<file path="config.mk">
export PLATFORM = sky130hd
export DESIGN_NAME = bcd_conversion_sequencer
export DESIGN_NICKNAME = d
export VERILOG_FILES = /design/src/rtl/bcd_pkg.sv /design/src/rtl/bcd_seg7_decoder.sv /design/src/rtl/bcd_conversion_sequencer.sv
export SDC_FILE = /design/constraint.sdc
export NUM_CORES = 1
export LEC_CHECK = 0
export BUFFER_PORTS_ARGS = -buffer_cell sky130_fd_sc_hd__buf_2
export CELL_PAD_IN_SITES_DETAIL_PLACEMENT = 0
export CELL_PAD_IN_SITES_GLOBAL_PLACEMENT = 1
export CORE_AREA = 2 2 98 100
export CTS_BUF_LIST = sky130_fd_sc_hd__clkbuf_8 sky130_fd_sc_hd__clkbuf_16
export DETAILED_ROUTE_END_ITERATION = 6
export DIE_AREA = 0 0 100 102
export PLACE_DENSITY = 0.73
export SLEW_MARGIN = 15
export SYNTH_ARGS = -nofsm -noshare
export SYNTH_HDL_FRONTEND = slang
export SYNTH_SLANG_ARGS = --single-unit
</file>
<file path="constraint.sdc">
create_clock -name CLOCK_50 -period 2.1 [get_ports CLOCK_50]
set_input_delay 0 -clock CLOCK_50 [delete_from_list [all_inputs] [get_ports CLOCK_50]]
set_output_delay 0 -clock CLOCK_50 [all_outputs]
set_load 0.02 [all_outputs]
</file>
<file path="src/rtl/bcd_pkg.sv">
// Shared definitions for the BCD conversion sequencer: segment patterns,
// FSM state encoding and the scratch-digit sizing helper.
package bcd_pkg;

    // FSM states of the converter
    typedef enum logic [1:0] {
        ST_IDLE  = 2'd0,
        ST_SHIFT = 2'd1,
        ST_DONE  = 2'd2
    } state_t;

    // Active-low seven-segment patterns, segment a in the MSB (a..g)
    localparam logic [6:0] SEG_0     = 7'b0000001;
    localparam logic [6:0] SEG_1     = 7'b1001111;
    localparam logic [6:0] SEG_2     = 7'b0010010;
    localparam logic [6:0] SEG_3     = 7'b0000110;
    localparam logic [6:0] SEG_4     = 7'b1001100;
    localparam logic [6:0] SEG_5     = 7'b0100100;
    localparam logic [6:0] SEG_6     = 7'b0100000;
    localparam logic [6:0] SEG_7     = 7'b0001111;
    localparam logic [6:0] SEG_8     = 7'b0000000;
    localparam logic [6:0] SEG_9     = 7'b0000100;
    localparam logic [6:0] SEG_BLANK = 7'b1111111;
    localparam logic [6:0] SEG_DASH  = 7'b1111110;

    // Scratch BCD digits needed for a WIDTH-bit value (worst-case bound)
    function automatic int calc_sd(input int width);
        return (width + 2) / 3 + 1;
    endfunction

endpackage

</file>
<file path="src/rtl/bcd_seg7_decoder.sv">
// One BCD digit to active-low seven-segment pattern, with forced blanking.
module bcd_seg7_decoder
    import bcd_pkg::*;
(
    input  logic [3:0] i_bcd,
    input  logic       i_blank,
    output logic [6:0] o_seg
);

    // Table lookup; non-decimal codes and forced blank show nothing
    always_comb begin
        o_seg = SEG_BLANK;
        if (!i_blank) begin
            case (i_bcd)
                4'd0:    o_seg = SEG_0;
                4'd1:    o_seg = SEG_1;
                4'd2:    o_seg = SEG_2;
                4'd3:    o_seg = SEG_3;
                4'd4:    o_seg = SEG_4;
                4'd5:    o_seg = SEG_5;
                4'd6:    o_seg = SEG_6;
                4'd7:    o_seg = SEG_7;
                4'd8:    o_seg = SEG_8;
                4'd9:    o_seg = SEG_9;
                default: o_seg = SEG_BLANK;
            endcase
        end
    end

endmodule

</file>
<file path="src/rtl/bcd_conversion_sequencer.sv">
// Sequential double-dabble binary-to-BCD converter driving HEX displays.
// Handshake: a trigger (start, or auto_en with a changed binary) is only
// accepted in IDLE; busy is high for exactly WIDTH cycles, then done pulses
// for one cycle with bcd/overflow/hex already showing the new result.
// Nothing presented while busy is queued.
module bcd_conversion_sequencer
    import bcd_pkg::*;
#(
    parameter int WIDTH    = 6,
    parameter int DIGITS   = 2,
    parameter int BLANK_LZ = 0
) (
    input  logic                  CLOCK_50,
    input  logic                  reset,
    input  logic [WIDTH-1:0]      binary,
    input  logic                  start,
    input  logic                  auto_en,
    output logic                  busy,
    output logic                  done,
    output logic                  overflow,
    output logic [4*DIGITS-1:0]   bcd,
    output logic [7*DIGITS-1:0]   hex,
    output state_t                dbg_state
);

    localparam int         SD       = calc_sd(WIDTH);
    localparam logic [4:0] CNT_LOAD = 5'(WIDTH);

    state_t                r_state;
    state_t                w_next_state;
    logic [WIDTH-1:0]      r_shift;
    logic [WIDTH-1:0]      r_loaded;
    logic [WIDTH-1:0]      r_last;
    logic [4*SD-1:0]       r_scratch;
    logic [4:0]            r_cnt;
    logic [4*DIGITS-1:0]   r_bcd;
    logic                  r_ovf;

    logic                  w_trigger;
    logic [4*SD-1:0]       w_adj;
    logic [4*SD-1:0]       w_scratch_nxt;
    logic [4*DIGITS-1:0]   w_bcd_nxt;
    logic                  w_ovf_nxt;
    logic [DIGITS-1:0]     w_blank;
    logic [7*DIGITS-1:0]   w_seg;

    assign w_trigger = start || (auto_en && (binary != r_last));

    // State register
    always_ff @(posedge CLOCK_50) begin
        if (reset) r_state <= ST_IDLE;
        else       r_state <= w_next_state;
    end

    // Next-state logic
    always_comb begin
        w_next_state = r_state;
        case (r_state)
            ST_IDLE:  if (w_trigger) w_next_state = ST_SHIFT;
            ST_SHIFT: if (r_cnt == 5'd1) w_next_state = ST_DONE;
            ST_DONE:  w_next_state = ST_IDLE;
            default:  w_next_state = ST_IDLE;
        endcase
    end

    // Add-3 correction on every scratch digit that is 5 or more
    always_comb begin
        w_adj = r_scratch;
        for (int i = 0; i < SD; i++) begin
            if (r_scratch[4*i +: 4] >= 4'd5) w_adj[4*i +: 4] = r_scratch[4*i +: 4] + 4'd3;
        end
    end

    assign w_scratch_nxt = {w_adj[4*SD-2:0], r_shift[WIDTH-1]};

    // Low DIGITS digits of the final scratch, zero-padded if the scratch is narrower
    for (genvar g = 0; g < DIGITS; g++) begin : g_bcd_nxt
        if (g < SD) begin : g_from_scratch
            assign w_bcd_nxt[4*g +: 4] = w_scratch_nxt[4*g +: 4];
        end else begin : g_pad
            assign w_bcd_nxt[4*g +: 4] = 4'd0;
        end
    end

    // Overflow: any scratch digit beyond the displayed ones is nonzero; a carry
    // out of the scratch cannot happen for this sizing but is folded in anyway
    always_comb begin
        w_ovf_nxt = w_adj[4*SD-1];
        for (int i = DIGITS; i < SD; i++) begin
            if (w_scratch_nxt[4*i +: 4] != 4'd0) w_ovf_nxt = 1'b1;
        end
    end

    // Datapath: load on trigger, shift in SHIFT, commit on the final shift so
    // the result is already visible during the DONE cycle
    always_ff @(posedge CLOCK_50) begin
        if (reset) begin
            r_shift   <= '0;
            r_loaded  <= '0;
            r_last    <= '0;
            r_scratch <= '0;
            r_cnt     <= '0;
            r_bcd     <= '0;
            r_ovf     <= 1'b0;
        end else begin
            case (r_state)
                ST_IDLE: begin
                    if (w_trigger) begin
                        r_shift   <= binary;
                        r_loaded  <= binary;
                        r_scratch <= '0;
                        r_cnt     <= CNT_LOAD;
                    end
                end
                ST_SHIFT: begin
                    r_shift   <= r_shift << 1;
                    r_scratch <= w_scratch_nxt;
                    r_cnt     <= r_cnt - 5'd1;
                    if (r_cnt == 5'd1) begin
                        r_bcd  <= w_bcd_nxt;
                        r_ovf  <= w_ovf_nxt;
                        r_last <= r_loaded;
                    end
                end
                default: ;
            endcase
        end
    end

    // Leading-zero blanking, scanning from the most significant digit down
    always_comb begin
        logic v_zero_run;
        v_zero_run = 1'b1;
        w_blank    = '0;
        for (int k = DIGITS - 1; k >= 0; k--) begin
            v_zero_run = v_zero_run && (r_bcd[4*k +: 4] == 4'd0);
            w_blank[k] = (BLANK_LZ != 0) && (k > 0) && v_zero_run && !r_ovf;
        end
    end

    for (genvar g = 0; g < DIGITS; g++) begin : g_digit
        bcd_seg7_decoder u_dec (
            .i_bcd   (r_bcd[4*g +: 4]),
            .i_blank (w_blank[g]),
            .o_seg   (w_seg[7*g +: 7])
        );
        assign hex[7*g +: 7] = r_ovf ? SEG_DASH : w_seg[7*g +: 7];
    end

    assign busy      = (r_state == ST_SHIFT);
    assign done      = (r_state == ST_DONE);
    assign overflow  = r_ovf;
    assign bcd       = r_bcd;
    assign dbg_state = r_state;

endmodule

</file>
== Yosys cells after proc, flatten, opt, wreduce, memory -nomap -nowiden ==
Memory sizes are Yosys's and may differ from the RTL's. A register that Yosys moved wholly into a read port is not among the register bits.
Cells that the tools add are included.

* Logic and storage cells: 51
* Flip-flop bits (word level): 46
* Memories: 2
* Memory bits (read-only): 224

* Reductions and logical operators: 9
* Multiplexer cells: 19
* Eq/ne operators: 6
* Add/subtract/negate cells: 4
* $lt $le $gt $ge: 3

{| class="wikitable"
|+ Memory list
! name !! words !! bits a word !! rd ports !! clocked after memory_dff !! wr ports !! RTL line !! text
|-
| (name not given) || 16 || 7 || 1 || 1 || 0 || bcd_seg7_decoder.sv:14 || <nowiki>case (i_bcd)</nowiki>
|-
| (name not given) || 16 || 7 || 1 || 1 || 0 || bcd_seg7_decoder.sv:14 ||
|}

{| class="wikitable"
|+ Operator list
! operator !! number
|-
| $mux W4 || 7
|-
| $pmux W12 S2 || 1
|-
| $mux W7 || 2
|-
| $add A4 B2 Y4 const B || 3
|-
| $ge A4 B3 Y1 const B || 3
|-
| $mux W12 || 1
|-
| $pmux W6 S2 || 1
|-
| $pmux W5 S2 || 1
|-
| $reduce_and A2 Y1 || 4
|-
| $mux W6 || 1
|-
| $ne A6 B6 Y1 || 1
|-
| $eq A5 B1 Y1 const B || 1
|-
| $mux W5 || 1
|-
| $sub A5 B1 Y5 const B || 1
|-
| $mux W2 || 2
|-
| $pmux W2 S2 || 1
|-
| $reduce_bool A4 Y1 || 1
|-
| $eq A2 B1 Y1 const B || 1
|-
| $eq A2 B2 Y1 const B || 1
|-
| $logic_not A2 Y1 || 1
|-
| $ne A2 B1 Y1 const B || 1
|-
| $ne A2 B2 Y1 const B || 1
|-
| $reduce_bool A2 Y1 || 1
|-
| $logic_and A1 B1 Y1 || 1
|-
| 2 further kinds || 2
|}

== Depth between registers and ports, before layout ==
* Depth after elaboration: 5
* Depth in mapped cells: 11

== Cells and area by module ==
A second synthesis with hierarchy kept.

* Cell total of the unflattened synthesis: 332
* Area, all modules: 2,640.0 µm²

{| class="wikitable"
|+ By module, submodules not included
! module !! times used !! area each (µm²) !! cells an instance !! sequential area each (µm²)
|-
| bcd_conversion_sequencer || 1 || 2,167.1 || 266 || 920.9
|-
| bcd_seg7_decoder || 2 || 236.5 || 33 || 0.0
|}

== Worst setup path before layout ==
Ideal clock, no wire load.

* Kind: flip-flop to flip-flop
* Start point: register r_state[1] (netlist: dbg_state[1])
* End point: register g_digit[0].u_dec.o_seg[3] (netlist name)
* Required time: 2,030 ps
* Path slack: -164 ps
* Stages on the path, launching flop included: 11
* Arrival time: 2,194 ps
* Clock period less this slack: 2,264 ps
* Cell sequence: dfxtp_1 -> nand2b_4 -> inv_1 -> nand2_1 -> clkbuf_1 -> nand2_1 -> a21oi_1 -> inv_1 -> ha_1 -> nand2b_1 -> a21oi_1

* Longest elaborated chain between the ends: 4

{| class="wikitable"
|+ Ends and longest elaborated chain
! item !! RTL line !! text
|-
| start, declared || bcd_conversion_sequencer.sv:29 || <nowiki>state_t r_state;</nowiki>
|-
| start signal, assigned || bcd_conversion_sequencer.sv:52 || <nowiki>else r_state <= w_next_state;</nowiki>
|-
| $eq A2 B1 Y1 || bcd_conversion_sequencer.sv:106 || <nowiki>case (r_state)</nowiki>
|-
| $reduce_and A2 Y1 (no source line) || n/a ||
|-
| $mux W4 (no source line) (2 in a row) || n/a ||
|}

Every way passes these cells.
A chain may end at the register's enable or synchronous reset.

== Worst setup path after layout ==
* Start point: register r_cnt[1]
* End point: register g_digit[0].u_dec.o_seg[3] (netlist name)

* Longest elaborated chain between the ends: 4

{| class="wikitable"
|+ Ends and longest elaborated chain
! item !! RTL line !! text
|-
| start, declared || bcd_conversion_sequencer.sv:35 || <nowiki>logic [4:0] r_cnt;</nowiki>
|-
| start signal, assigned || bcd_conversion_sequencer.sv:118 || <nowiki>r_cnt <= r_cnt - 5'd1;</nowiki>
|-
| $eq A5 B1 Y1 || bcd_conversion_sequencer.sv:119 || <nowiki>if (r_cnt == 5'd1) begin</nowiki>
|-
| $reduce_and A2 Y1 (no source line) || n/a ||
|-
| $mux W4 (no source line) (2 in a row) || n/a ||
|}

Every way passes these cells.

==> reports/metrics.csv <==
stage;metric;value;unit
logic_synthesis;Post-synth EDFFs;0;
logic_synthesis;Main synth FF type;dfxtp_1;
global_route;vias in the first global route;2689;
logic_synthesis;Syn Inst Count;369;
die;Initial Util;34.4;%
global_route;GR met3 Demand/Resource;4.31;%
logic_synthesis;Unique masters post-synth;55;
power;VDD IR max;0.315;mV
timing;# setup viols final;12;
layout;Synth-to-Final Area Change;36.4;%
power;LEAKAGE;1.80;nW
worst_setup_path;highest cell delay on the worst timing path;500;ps
die;Chip Width;100;um
layout;ratio of cells with drive above 1 in the final layout;34.8;%
logic_synthesis;Ys Warns;0;
timing;period utilization;105;%
clocking;CTS sink cnt;60;
layout;final instance area;4270;sq um
logic_synthesis;Synth Net Count;397;
global_route;met1 GRT Util;20.7;%
layout;Util after Layout;46.9;%
routing;WL/cell;14.2;um
worst_setup_path;Setup CP Type;reg2reg;
die;Die ar.;10200;sq um
global_route;largest net degree at the start of global routing;48;
power;Pwr Density;659;nW/um^2
timing;unrepaired setup endpoints after global routing;true;
routing;DR vias/cell;5.03;
placed_design;Final HPWL DP;5.55;mm
worst_setup_path;slowest CP cell;or4b_4;
worst_setup_path;crit-path max FO;4;
timing;post-layout worst setup margin;-99.5;ps
worst_setup_path;WP data arrival;2470;ps
worst_setup_path;most frequent CP cell;ha_4;
placed_design;gp weighted congestion;0.840;
die;Ports;37;
logic_synthesis;Avg Cell Area, Syn;8.49;sq um
routing;DR iter-0 viols;110;
global_route;first-pass GRT wire length;12.9;mm
routing;DRT Pass-1 Iters;4;
worst_setup_path;Worst Setup Start Kind;flop;
die;Rows;35;
timing;Clock Skew;10.1;ps
die;Chip Height;102;um
min_path;cell count of the worst hold path;3;
layout;n_diodes;0;
timing;worst slew pin tran;541;ps
logic_synthesis;asr flop ratio synth;0;%
timing;relative slew slack;63.9;%
layout;Layout fillers;917;
placed_design;IO Port Bufs;36;
layout;register area;1210;sq um
global_route;GRT overflow;0;
run_status;status;finished with violations;
global_route;GR Util All Layers;16.2;%
routing;final WL;8.14;mm
logic_synthesis;sequential fraction of the synthesis area;38.3;%
worst_setup_path;cells along the critical path;inv_2, ha_4, or4b_4, nor2_8, mux2i_4, or2_4, ha_4, nand2b_4, a21oi_2;
logic_synthesis;number of synthesized register bits;60;
layout;most frequent cells in the layout;dfxtp_1, buf_4, nand2_1;
timing;Max Freq;455;MHz
worst_setup_path;Req. time, crit path;2370;ps
timing;Max Slew Vio Count;0;
layout;area of the multi-input gates;1960;sq um
layout;most common library cell in the layout ignoring fill and taps;dfxtp_1;
layout;Non-Filler Instances;574;
run;number of max-cap violations;0;
routing;vias;2888;
clocking;total clock buffers created by CTS;9;
placed_design;Inst Count DP;543;
run_status;failing checks;negative setup slack;
logic_synthesis;synthesized area;3130;sq um
global_route;initial antenna violation count;0;
clocking;Root Buffer;clkbuf_8;
timing;Tmin final;2200;ps
power;total design power;0.00281;W
routing;DRC;0;
die;Core Area;9110;sq um
global_route;met2 usage;26.2;%
global_route;gr busiest metal;met2;
worst_setup_path;R2R cell count;9;
placed_design;DP Area;3780;sq um
clocking;CTS H-Tree Depth;3;
timing;final hold violations;0;
layout;fin nets;486;
routing;Detail Route Antenna Nets;0;
clocking;CTS tree;built;
timing;final setup TNS;-528;ps
clocking;CTS max path bufs;2;
clocking;Worst-Skew Late Latency;350;ps
clocking;clk slew on worst S/H paths;60;ps
worst_setup_path;Crit. End Element;flop;
min_path;worst min-delay path category;in2reg;
==> repair_timing <==
item | CTS | global route
setup buffers | 3 | 5
pin swaps | 3 | 10
endpoints found under the hold margin | 12 | 0
cloned | 0 | 1
setup endpoints to repair | 10 | 14
resized for setup | 5 | 30
hold buffers | 6 | 0
==> logic make-up (layout without fill, tap and decap cells) <==
group	Yosys count	count (layout)	synth area share, %
simple gates	139	139	23.1
compound gates	97	97	20.9
flops	60	60	38.3
buf+inv	38	132	5.03
fa+ha+maj	18	18	7.19
xor+xnor	13	13	4.07
mux	4	4	1.32
==> per-layer routing <==
metal / wire length (um) / vias up
li1: - / 1480
met1: 3950 / 1353
met2: 3840 / 44
met3: 225 / 11
met4: 123 / 0
met5: 0 / -
==> cell type report <==
class,count,area share [%]
Tap cell,111,3.25
Inverter,18,1.67
Clock inverter,7,2.20
Sequential cell,60,28.2
Clock buffer,9,2.90
Multi-Input combinational cell,271,45.8
Timing Repair Buffer,98,15.9
==> power breakdown <==
group,switching (W),leakage [nW],internal [W]
clock,0.000495,0.111,0.000665
sequential,0.0000338,0.489,0.00119
combinational,0.000250,1.20,0.000183
==> critical path: cells and delay by family (launching register included) <==
kind            cells  cell delay [ps]
buf+inv             1               70
fa+ha+maj           2              320
mux                 1              300
compound gates      1              120
flops               1              330
simple gates        4             1010
==> path summary, 6_finish.rpt <==
check,startpoint,endpoint,slack (ps)
worst max-delay path,r_cnt[1],g_digit[0].u_dec.o_seg[3],-100
worst min-delay path,reset,g_digit[0].u_dec.o_seg[0],90
worst max register to register,r_cnt[1],g_digit[0].u_dec.o_seg[3],-100
worst min register to register,r_loaded[2],r_last[2],450
==> through the flow <==
stage                     hold slack (ps)  setup slack (ps)
after CTS                            44.5             -24.3
after global routing                 65.0              -182
after global placement                300             -42.3
final                                89.8             -99.5
after floorplan                       159             -8.25
after detailed placement              300             -86.0
==> cells in the mapped netlist, types with 2 or more instances <==
cell type	instances	area, sq um
mux2i_1	3	30.0
xnor2_1	6	52.6
a31oi_1	11	68.8
nand3b_1	2	15.0
dfxtp_1	60	1200
nand4_1	2	12.5
or3_1	5	31.3
and2_1	2	12.5
nand2_1	50	188
o21ai_0	11	55.1
a21oi_1	39	195
nand3_1	20	100
a211oi_1	4	30.0
a311oi_1	6	52.6
xor2_1	6	52.6
a21o_1	2	15.0
clkbuf_1	14	52.6
o32ai_1	3	26.3
o21a_1	3	22.5
nand2b_1	7	43.8
buf_2	3	15.0
a221oi_1	2	17.5
or2_2	13	81.3
nor3_1	8	40.0
nor2_1	16	60.1
inv_1	18	67.6
a211o_1	2	17.5
ha_1	18	225
nor2b_1	6	37.5
a22oi_1	2	15.0
==> flip-flops by register name, summed over array words and instances (netlist names) <==
| name | cells |
|---|---|
| g_digit.u_dec.o_seg | 14 |
| r_scratch | 12 |
| bcd | 8 |
| r_last | 6 |
| r_loaded | 6 |
| r_shift | 6 |
| r_cnt | 5 |
| dbg_state | 2 |
| overflow | 1 |
Power figures use the tool's default switching activity.
